<file path="src/rtl/lossy_link_pipe.sv">
`default_nettype none
// +--------------------------------------------------------------------------+
// | Module      : lossy_link_pipe                                            |
// | Description : Parametrised lossy point-to-point link. A fixed-latency,   |
// |               non-collapsing pipe with bounded error injection (drop or  |
// |               flag) and bounded ready stalls, plus saturating stats.     |
// | Revision    : 1.0 - initial release                                      |
// +--------------------------------------------------------------------------+
module lossy_link_pipe #(
  parameter int DATA_W         = 32,
  parameter int DELAY          = 2,
  parameter int LOSS_MODE      = 0,
  parameter int MAX_CONSEC_ERR = 3,
  parameter int MAX_STALL      = 2,
  parameter int CNT_W          = 16
) (
  input  logic              clk,
  input  logic              rst,
  input  logic              in_valid,
  output logic              in_ready,
  input  logic [DATA_W-1:0] in_payload,
  input  logic              err_req,
  input  logic              stall_req,
  output logic              in_error,
  output logic              out_valid,
  input  logic              out_ready,
  output logic [DATA_W-1:0] out_payload,
  output logic              out_error,
  output logic [CNT_W-1:0]  cnt_accepted,
  output logic [CNT_W-1:0]  cnt_errored
);

  // Counter widths sized to hold the bound itself; a zero bound still needs one bit.
  localparam int c_stall_w = (MAX_STALL > 0) ? $clog2(MAX_STALL + 1) : 1;
  localparam int c_err_w   = (MAX_CONSEC_ERR > 0) ? $clog2(MAX_CONSEC_ERR + 1) : 1;
  localparam logic [c_stall_w-1:0] c_max_stall = c_stall_w'(MAX_STALL);
  localparam logic [c_err_w-1:0]   c_max_err   = c_err_w'(MAX_CONSEC_ERR);
  localparam logic                 c_flag_mode = (LOSS_MODE == 1);

  // Reject configurations the pipe cannot represent.
  generate
    if (DELAY < 1) begin : g_bad_delay
      $error("lossy_link_pipe: DELAY must be >= 1");
    end
    if (LOSS_MODE < 0 || LOSS_MODE > 1) begin : g_bad_mode
      $error("lossy_link_pipe: LOSS_MODE must be 0 or 1");
    end
  endgenerate

  logic [DELAY-1:0]     r_valid;
  logic [DELAY-1:0]     r_err;
  logic [DATA_W-1:0]    r_data [DELAY];
  logic [c_stall_w-1:0] r_stall_cnt;
  logic [c_err_w-1:0]   r_err_cnt;
  logic [CNT_W-1:0]     r_cnt_acc;
  logic [CNT_W-1:0]     r_cnt_err;

  logic w_advance;
  logic w_stall_eff;
  logic w_accept;
  logic w_ld_valid;
  logic w_ld_err;

  // Handshake and error bounding; rst gating keeps in_ready/in_error low during reset.
  always_comb begin
    w_advance   = !r_valid[DELAY-1] || out_ready;
    w_stall_eff = stall_req && (r_stall_cnt < c_max_stall);
    in_ready    = !rst && w_advance && !w_stall_eff;
    in_error    = !rst && err_req && (r_err_cnt < c_max_err);
    w_accept    = in_valid && in_ready;
    // DROP mode turns an errored beat into a bubble that still occupies its slot.
    w_ld_valid  = w_accept && (c_flag_mode || !in_error);
    w_ld_err    = w_accept && in_error && c_flag_mode;
  end

  // Non-collapsing pipe: every stage shifts together whenever the tail can move.
  always_ff @(posedge clk or posedge rst) begin
    if (rst) begin
      r_valid <= '0;
      r_err   <= '0;
      for (int i = 0; i < DELAY; i++) begin
        r_data[i] <= '0;
      end
    end else if (w_advance) begin
      r_valid[0] <= w_ld_valid;
      r_err[0]   <= w_ld_err;
      r_data[0]  <= in_payload;
      for (int i = 1; i < DELAY; i++) begin
        r_valid[i] <= r_valid[i-1];
        r_err[i]   <= r_err[i-1];
        r_data[i]  <= r_data[i-1];
      end
    end
  end

  // Stall run length: grows while a stall is honoured, clears on any unstalled cycle.
  always_ff @(posedge clk or posedge rst) begin
    if (rst) begin
      r_stall_cnt <= '0;
    end else if (w_stall_eff) begin
      r_stall_cnt <= r_stall_cnt + c_stall_w'(1);
    end else begin
      r_stall_cnt <= '0;
    end
  end

  // Consecutive-error run length, updated only by accepted beats.
  always_ff @(posedge clk or posedge rst) begin
    if (rst) begin
      r_err_cnt <= '0;
    end else if (w_accept) begin
      if (in_error) begin
        r_err_cnt <= r_err_cnt + c_err_w'(1);
      end else begin
        r_err_cnt <= '0;
      end
    end
  end

  // Saturating statistics counters.
  always_ff @(posedge clk or posedge rst) begin
    if (rst) begin
      r_cnt_acc <= '0;
      r_cnt_err <= '0;
    end else if (w_accept) begin
      if (r_cnt_acc != {CNT_W{1'b1}}) begin
        r_cnt_acc <= r_cnt_acc + CNT_W'(1);
      end
      if (in_error && (r_cnt_err != {CNT_W{1'b1}})) begin
        r_cnt_err <= r_cnt_err + CNT_W'(1);
      end
    end
  end

  assign out_valid    = r_valid[DELAY-1];
  assign out_error    = r_err[DELAY-1];
  assign out_payload  = r_data[DELAY-1];
  assign cnt_accepted = r_cnt_acc;
  assign cnt_errored  = r_cnt_err;

endmodule
`default_nettype wire

</file>
<file path="config.mk">
export PLATFORM = sky130hd
export DESIGN_NAME = lossy_link_pipe
export DESIGN_NICKNAME = d
export VERILOG_FILES = /design/src/rtl/lossy_link_pipe.sv
export SDC_FILE = /design/constraint.sdc
export NUM_CORES = 1
export LEC_CHECK = 0
export CAP_MARGIN = 0
export CORE_MARGIN = 2
export CORE_UTILIZATION = 33
export CTS_BUF_LIST = sky130_fd_sc_hd__clkbuf_4 sky130_fd_sc_hd__clkbuf_8
export DETAILED_ROUTE_END_ITERATION = 6
export HOLD_SLACK_MARGIN = 0.05
export PLACE_DENSITY = 0.6
export SETUP_SLACK_MARGIN = 0.05
export SYNTH_ARGS = -nofsm -noshare
export SYNTH_HDL_FRONTEND = slang
export SYNTH_SLANG_ARGS = --single-unit
</file>
<file path="constraint.sdc">
create_clock -name clk -period 4.66 [get_ports clk]
set_input_delay 0.932 -clock clk [delete_from_list [all_inputs] [get_ports clk]]
set_output_delay 0.932 -clock clk [all_outputs]
set_load 0.03 [all_outputs]
</file>
* Yosys cells after proc, flatten, opt, wreduce, memory -nomap -nowiden
Cells that the tools add are included.
Operators by class: add/subtract/negate cells 4, magnitude comparators 2, equality and inequality tests 2, muxes and demuxes 2, reductions and logical operators 15
Operators by type and width (number):
- adder 16 x 1 -> 16 bit, second input constant | 2
- != test 16 bit, second input constant | 2
- logical AND 1 bit | 8
- adder 2 x 1 -> 2 bit, second input constant | 2
- logical NOT 1 bit | 4
- less-than comparator 2 bit, second input constant | 2
- 2-to-1 mux 2 bit | 2
- AND reduction 2 bit | 2
- logical OR 1 bit | 1
Storage, ports and cells: flip-flop bits (word level) 102, input port bits 38, output and inout bits 68, logic and storage cells 32

* Longest topological paths before layout
Gate-level depths: netlist (run 1).
word-level depth 6, mapped depth 6, mapped depth without buffers 5

* Worst setup path before layout (run 1)
Ideal clock, no wire load.
kind input port to output port, start input port rst, end output port in_error, data arrival time 3598 ps, required time 3728 ps, path slack 130 ps, stages 2, path through inv_1 > and2_1
Between the ends: longest elaborated chain between the ends 3
Ends and longest elaborated chain:
- start, declared | RTL line 18 | input logic rst,
- logical NOT 1 bit (no source line)
- logical AND 1 bit (2 in series) | RTL line 69 | in_error = !rst && err_req && (r_err_cnt < c_max_err);
- end, declared | RTL line 24 | output logic in_error,
Every way passes these cells.

* Final worst setup path (run 1)
start input port err_req, end output port in_error
Between the ends: longest elaborated chain between the ends 2
Ends and longest elaborated chain:
- start, declared | RTL line 22 | input logic err_req,
- logical AND 1 bit (2 in series) | RTL line 69
Every way passes these cells.

==> results of run 1 <==
power by group:
| group | leakage [uW] | switching (uW) | internal [uW] | total [uW] |
|---|---|---|---|---|
| registers | 0.00126 | 103 | 995 | 1100 |
| logic | 0.00140 | 313 | 236 | 549 |
| clock network | 0.0000992 | 299 | 245 | 544 |
area by class of cell:
class                      count  area share
inverter                       2     0.00175
tap                          176      0.0384
clock inverter                 6      0.0109
clock buffer                   9      0.0216
sequential                   102       0.445
multi-input combinational    322       0.295
timing repair buffer         108       0.187
cell usage in the layout, fill, tap and decap left out, types with 2 or more instances in the layout:
master / synthesis / routed
xor2_1: 26 / 26
nor4_1: 14 / 14
nand2_1: 205 / 205
nand4_2: 2 / 2
clkinv_2: 0 / 3
clkdlybuf4s50_1: 0 / 104
and2_1: 2 / 2
nand2b_1: 3 / 3
o21ai_0: 4 / 4
clkbuf_8: 0 / 9
nand4_4: 2 / 2
mux2_2: 2 / 2
and4_1: 2 / 2
buf_4: 33 / 4
nand3_1: 9 / 9
nor2_1: 4 / 4
dfrtp_1: 102 / 102
and3_1: 2 / 2
nor2_2: 2 / 2
ha_1: 3 / 3
or2_2: 2 / 2
nor3b_1: 2 / 2
nor4b_1: 2 / 2
nor4_4: 2 / 2
nor2b_1: 3 / 2
nor2b_4: 1 / 2
nor3_1: 11 / 11
nand4_1: 6 / 6
kinds of logic (layout without fill, tap and decap cells):
group           Yosys count  count (layout)  synth area share
other cells               1               1          0.000823
mux                       5               5            0.0129
flops                   102             102             0.560
simple gates            281             281             0.290
compound gates            5               5           0.00632
xor+xnor                 27              27            0.0519
fa+ha+maj                 3               3           0.00824
buf+inv                  51             125            0.0698
sequential cells by signal (all words and copies together) (netlist names):
| register | count |
|---|---|
| r_valid | 2 |
| out_payload | 32 |
| r_data | 32 |
| r_stall_cnt | 2 |
| cnt_errored | 16 |
| r_err_cnt | 2 |
| cnt_accepted | 16 |
synthesized netlist by cell type, types with 2 or more instances:
cell	n	share of area
buf_4	33	0.054
nor2_1	4	0.0033
nand4_4	2	0.0093
nor2b_1	3	0.0041
xor2_1	26	0.050
nand2b_1	3	0.0041
nor4_1	14	0.019
nand4_2	2	0.0055
nor2_2	2	0.0027
inv_1	2	0.0016
clkbuf_1	9	0.0074
mux2_2	2	0.0049
or2_2	2	0.0027
nor3b_1	2	0.0033
nor4b_1	2	0.0038
and3_1	2	0.0027
and4_1	2	0.0038
nand2_1	205	0.17
nor3_1	11	0.012
dfrtp_1	102	0.56
o21ai_0	4	0.0044
and2_1	2	0.0027
nor4_4	2	0.0093
ha_1	3	0.0082
buf_2	2	0.0022
buf_1	5	0.0041
nand4_1	6	0.0082
nand3_1	9	0.0099
metrics by stage:
stage	worst slack [ns]	hold WS (ns)	instance area, um^2
detailed placement	1.17	0.419	5550
CTS	1.16	0.442	5730
finish	1.18	0.433	5730
global placement	1.24	0.429	5550
global route	1.12	0.467	5730
floorplan	0.130	0.395	4550
final timing paths:
check                      depth (start not counted)             from         endpoint  slack (ns)
setup / recovery                                   4          err_req         in_error        1.18
hold / removal                                     1   r_stall_cnt[0]   r_stall_cnt[0]        0.43
setup reg to reg                                   5  cnt_accepted[0]  cnt_accepted[1]        2.68
hold reg to reg                                    1   r_stall_cnt[0]   r_stall_cnt[0]        0.43
max in group asynchronous                          4              rst       r_valid[0]        2.34
min in group asynchronous                          3              rst   r_stall_cnt[1]        1.17
layer usage:
layer  part of all wire  track usage
met3              0.051       0.0484
met2               0.45        0.217
met4              0.011       0.0409
met5                  0            0
met1               0.49        0.186
critical path, stage by stage:
cell	delay, ns
clkdlybuf4s50_1	0.45
nor2b_1	0.25
and2_1	0.22
clkdlybuf4s50_1	0.69
==> results.toml, run 1 <==
[timing]
worstMarginPinSlew_ns = 0.724
post-route-period-util = 0.748
rsz0062_at_grt = "false"
slew_violations = 0
fin_tns_setup_ns = 0
finalSetupViolations = 0
fin_worst_skew_ns = 0.00753
post-route-min-period_ns = 3.48
hold_viol = 0
fmax_mhz = 287
relSlewSlack = 0.517

[worst_hold_path]
holdCritPathClass = "flop to flop"

[layout]
drive_gt1_frac = 0.0692
fin_util = 0.429
multi_input_area_mm2 = 0.00169
seqCellArea_mm2 = 0.00255
n_antenna_cell = 0
fillCellCount = 1337
finalNetCount = 586
final-instance-count-excl-fill = 725
area_delta_synth_final_pct = 25.9

[clocking]
cts_tree = "built"
holdBufCountCts = 0
post_cts_buffers = 0
cts.clk_slew.worst_paths_ns = 0.09
cts.path.max_buffers = 2
root_buffer = "clkbuf_8"
cts.htree.levels = 3
cts.sinks = 102
clk-insertion-delay-late_ns = 0.37
cts_resized = 0
numCtsBuffers = 9

[floorplanning]
num_rows = 42
dieWidth_um = 121
fp.dieArea_mm2 = 0.0148
die_h_um = 121
core_mm2 = 0.0133
start_util = 0.341
io_pins = 106

[setup_path]
startpoint_type = "primary input"
arrival_ns = 2.55
worstPathMaxFanout = 3
worst_ep_required_time_ns = 3.73
crit_type = "primary input to output pin"
endpoint_kind = "output pin"

[placed_design]
io_buffer_count = 104
dp_hpwl_um = 6390
dp_cells = 710
gp_congestion = 0.774

[synthesis]
synth_nets = 516
netlist_area_mm2 = 0.00455
synth-seq-area-share = 0.560
syn_inst = 475
synthFlopType = "dfrtp_1"
yosys_register_bits = 102
synth.yosys.warnings = 0
netlist-cell-type-count = 40
async_reset_ff_frac = 1.00
synth_area_per_cell_um2 = 9.59
synth_edf_count = 0

[grt]
grt_pass1_vias = 3279
grt_max_degree = 66
grt_pass1_wl_um = 16200
antenna_found_initial = 0
grt-ovfl-total = 0
grtUsageTotal = 0.140

[detailed_routing]
detail-route-antenna-nets = 0
num_vias = 3299
wl_um = 9550
first_pass_iters = 4
wl_per_cell_um = 13.2
first_iter_violations = 210
routed_via_density = 4.55
drc_errors = 0

[power]
worst_ir_drop_vdd_uv = 351
power_leakage_uw = 0.00275
powerDensity_mw_per_mm2 = 382
totalPowerFinal_uw = 2190

[job]
cap_violations = 0

[status]
status = "finished, final reports clean"
(Power assumes the default switching activity.)
==> inputs of run 2 (changes only) <==
- clock period: 4.66 -> 3.3 ns (I/O delays scaled with it)
==> results.toml, run 2 (same netlist as run 1, synthesis figures left out) <==
[clocking]
clk-insertion-delay-late_ns = 0.36
holdBufCountCts = 0
cts.clk_slew.worst_paths_ns = 0.09
cts.htree.levels = 3
cts_resized = 0
numCtsBuffers = 9
root_buffer = "clkbuf_8"
cts.sinks = 102
post_cts_buffers = 0
cts.path.max_buffers = 2
cts_tree = "built"

[timing]
fmax_mhz = 344
hold_viol = 0
finalSetupViolations = 0
post-route-min-period_ns = 2.91
slew_violations = 0
fin_worst_skew_ns = 0.00759
relSlewSlack = 0.534
post-route-period-util = 0.881
worstMarginPinSlew_ns = 0.699
rsz0062_at_grt = "false"

[status]
status = "finished, final reports clean"

[floorplanning]
dieWidth_um = 121
num_rows = 42
start_util = 0.341
die_h_um = 121
fp.dieArea_mm2 = 0.0148
io_pins = 106
core_mm2 = 0.0133

[setup_path]
endpoint_kind = "output pin"
crit_type = "primary input to output pin"
worst_ep_required_time_ns = 2.64
startpoint_type = "primary input"
cp-startpoint = "err_req"
worstPathMaxFanout = 3
arrival_ns = 2.25
reg2reg_from = "cnt_accepted[0]"

[power]
power_leakage_uw = 0.00275
powerDensity_mw_per_mm2 = 541
worst_ir_drop_vdd_uv = 469

[layout]
fin_util = 0.430
seqCellArea_mm2 = 0.00255
final_area_mm2 = 0.00574
fillCellCount = 1315
n_antenna_cell = 0
final_common_cell = "nand2_1"
final-instance-count-excl-fill = 725
multi_input_area_mm2 = 0.00169
layout_common_cells = "205 x nand2_1, 104 x clkdlybuf4s50_1, 102 x dfrtp_1"
finalNetCount = 586
area_delta_synth_final_pct = 26.0
drive_gt1_frac = 0.0692

[grt]
grt-ovfl-total = 0
grt.busiest_layer = "met2"
grtUsageMet2 = 0.210
grt_max_degree = 66
grtUsageTotal = 0.136
grtUsageMet3 = 0.0277
use_met1 = 0.187
antenna_found_initial = 0
grt_pass1_vias = 3298
grt_pass1_wl_um = 15900

[placed_design]
dpl_cell_area_mm2 = 0.00555
io_buffer_count = 104
gp_congestion = 0.762
dp_cells = 710
dp_hpwl_um = 6360

[detailed_routing]
num_vias = 3270
drc_errors = 0
wl_um = 9480
detail-route-antenna-nets = 0
wl_per_cell_um = 13.1
first_iter_violations = 158
first_pass_iters = 4
routed_via_density = 4.51

[worst_hold_path]
holdCritPathClass = "flop to flop"
min_from = "r_stall_cnt[0]"

[job]
cap_violations = 0
run 2: power by group:
part           total (uW)  internal [uW]  leakage [uW]  switching, uW
combinational         773            332       0.00139            441
sequential           1550           1400       0.00126            143
clock                 785            374     0.0000986            411
run 2: routing by layer:
layer	share of wire	routed length, um	vias up
met3	0.044	418	10
met1	0.50	4710	1561
met4	0.015	140	0
met5	0	0	-
met2	0.44	4210	73
li1	-	-	1626
run 2: worst paths after layout:
path / to / slack [ns] / cells past startpoint
max in group asynchronous: out_payload[8] / 1.21 / 4
max reg2reg: cnt_accepted[1] / 1.35 / 5
min reg2reg: r_stall_cnt[0] / 0.43 / 1
min in group asynchronous: r_stall_cnt[1] / 0.94 / 3
max: in_error / 0.39 / 4
min: r_stall_cnt[0] / 0.43 / 1
run 2: final cells by class:
cell class | instances | area share
clock buffer | 11 | 0.0253
clock inverter | 4 | 0.00828
multi-input combinational | 322 | 0.295
sequential | 102 | 0.445
timing repair buffer | 108 | 0.187
inverter | 2 | 0.00196
tap | 176 | 0.0384
run 2: through the flow:
step                      setup WS, ns  hold WS [ns]  TNS (ns)  power, uW
after floorplan               -0.00987         0.395  -0.00987       2070
after global placement           0.411         0.435         0       2340
after detailed placement         0.375         0.417         0       2350
after CTS                        0.367         0.440         0       3160
after global routing             0.323         0.480         0       3290
final                            0.393         0.430         0       3110
run 2: critical path, cell delays in order:
cell and delay, ns:
clkdlybuf4s50_1 0.45, nor2b_1 0.25, and2_1 0.21, clkdlybuf4s50_1 0.68
==> inputs of run 3 (changes only) <==
- ABC_CLOCK_PERIOD_IN_PS: not set -> 3300
==> results of run 3 <==
No change in the layout: final DEF, timing and power equal those of run 2.
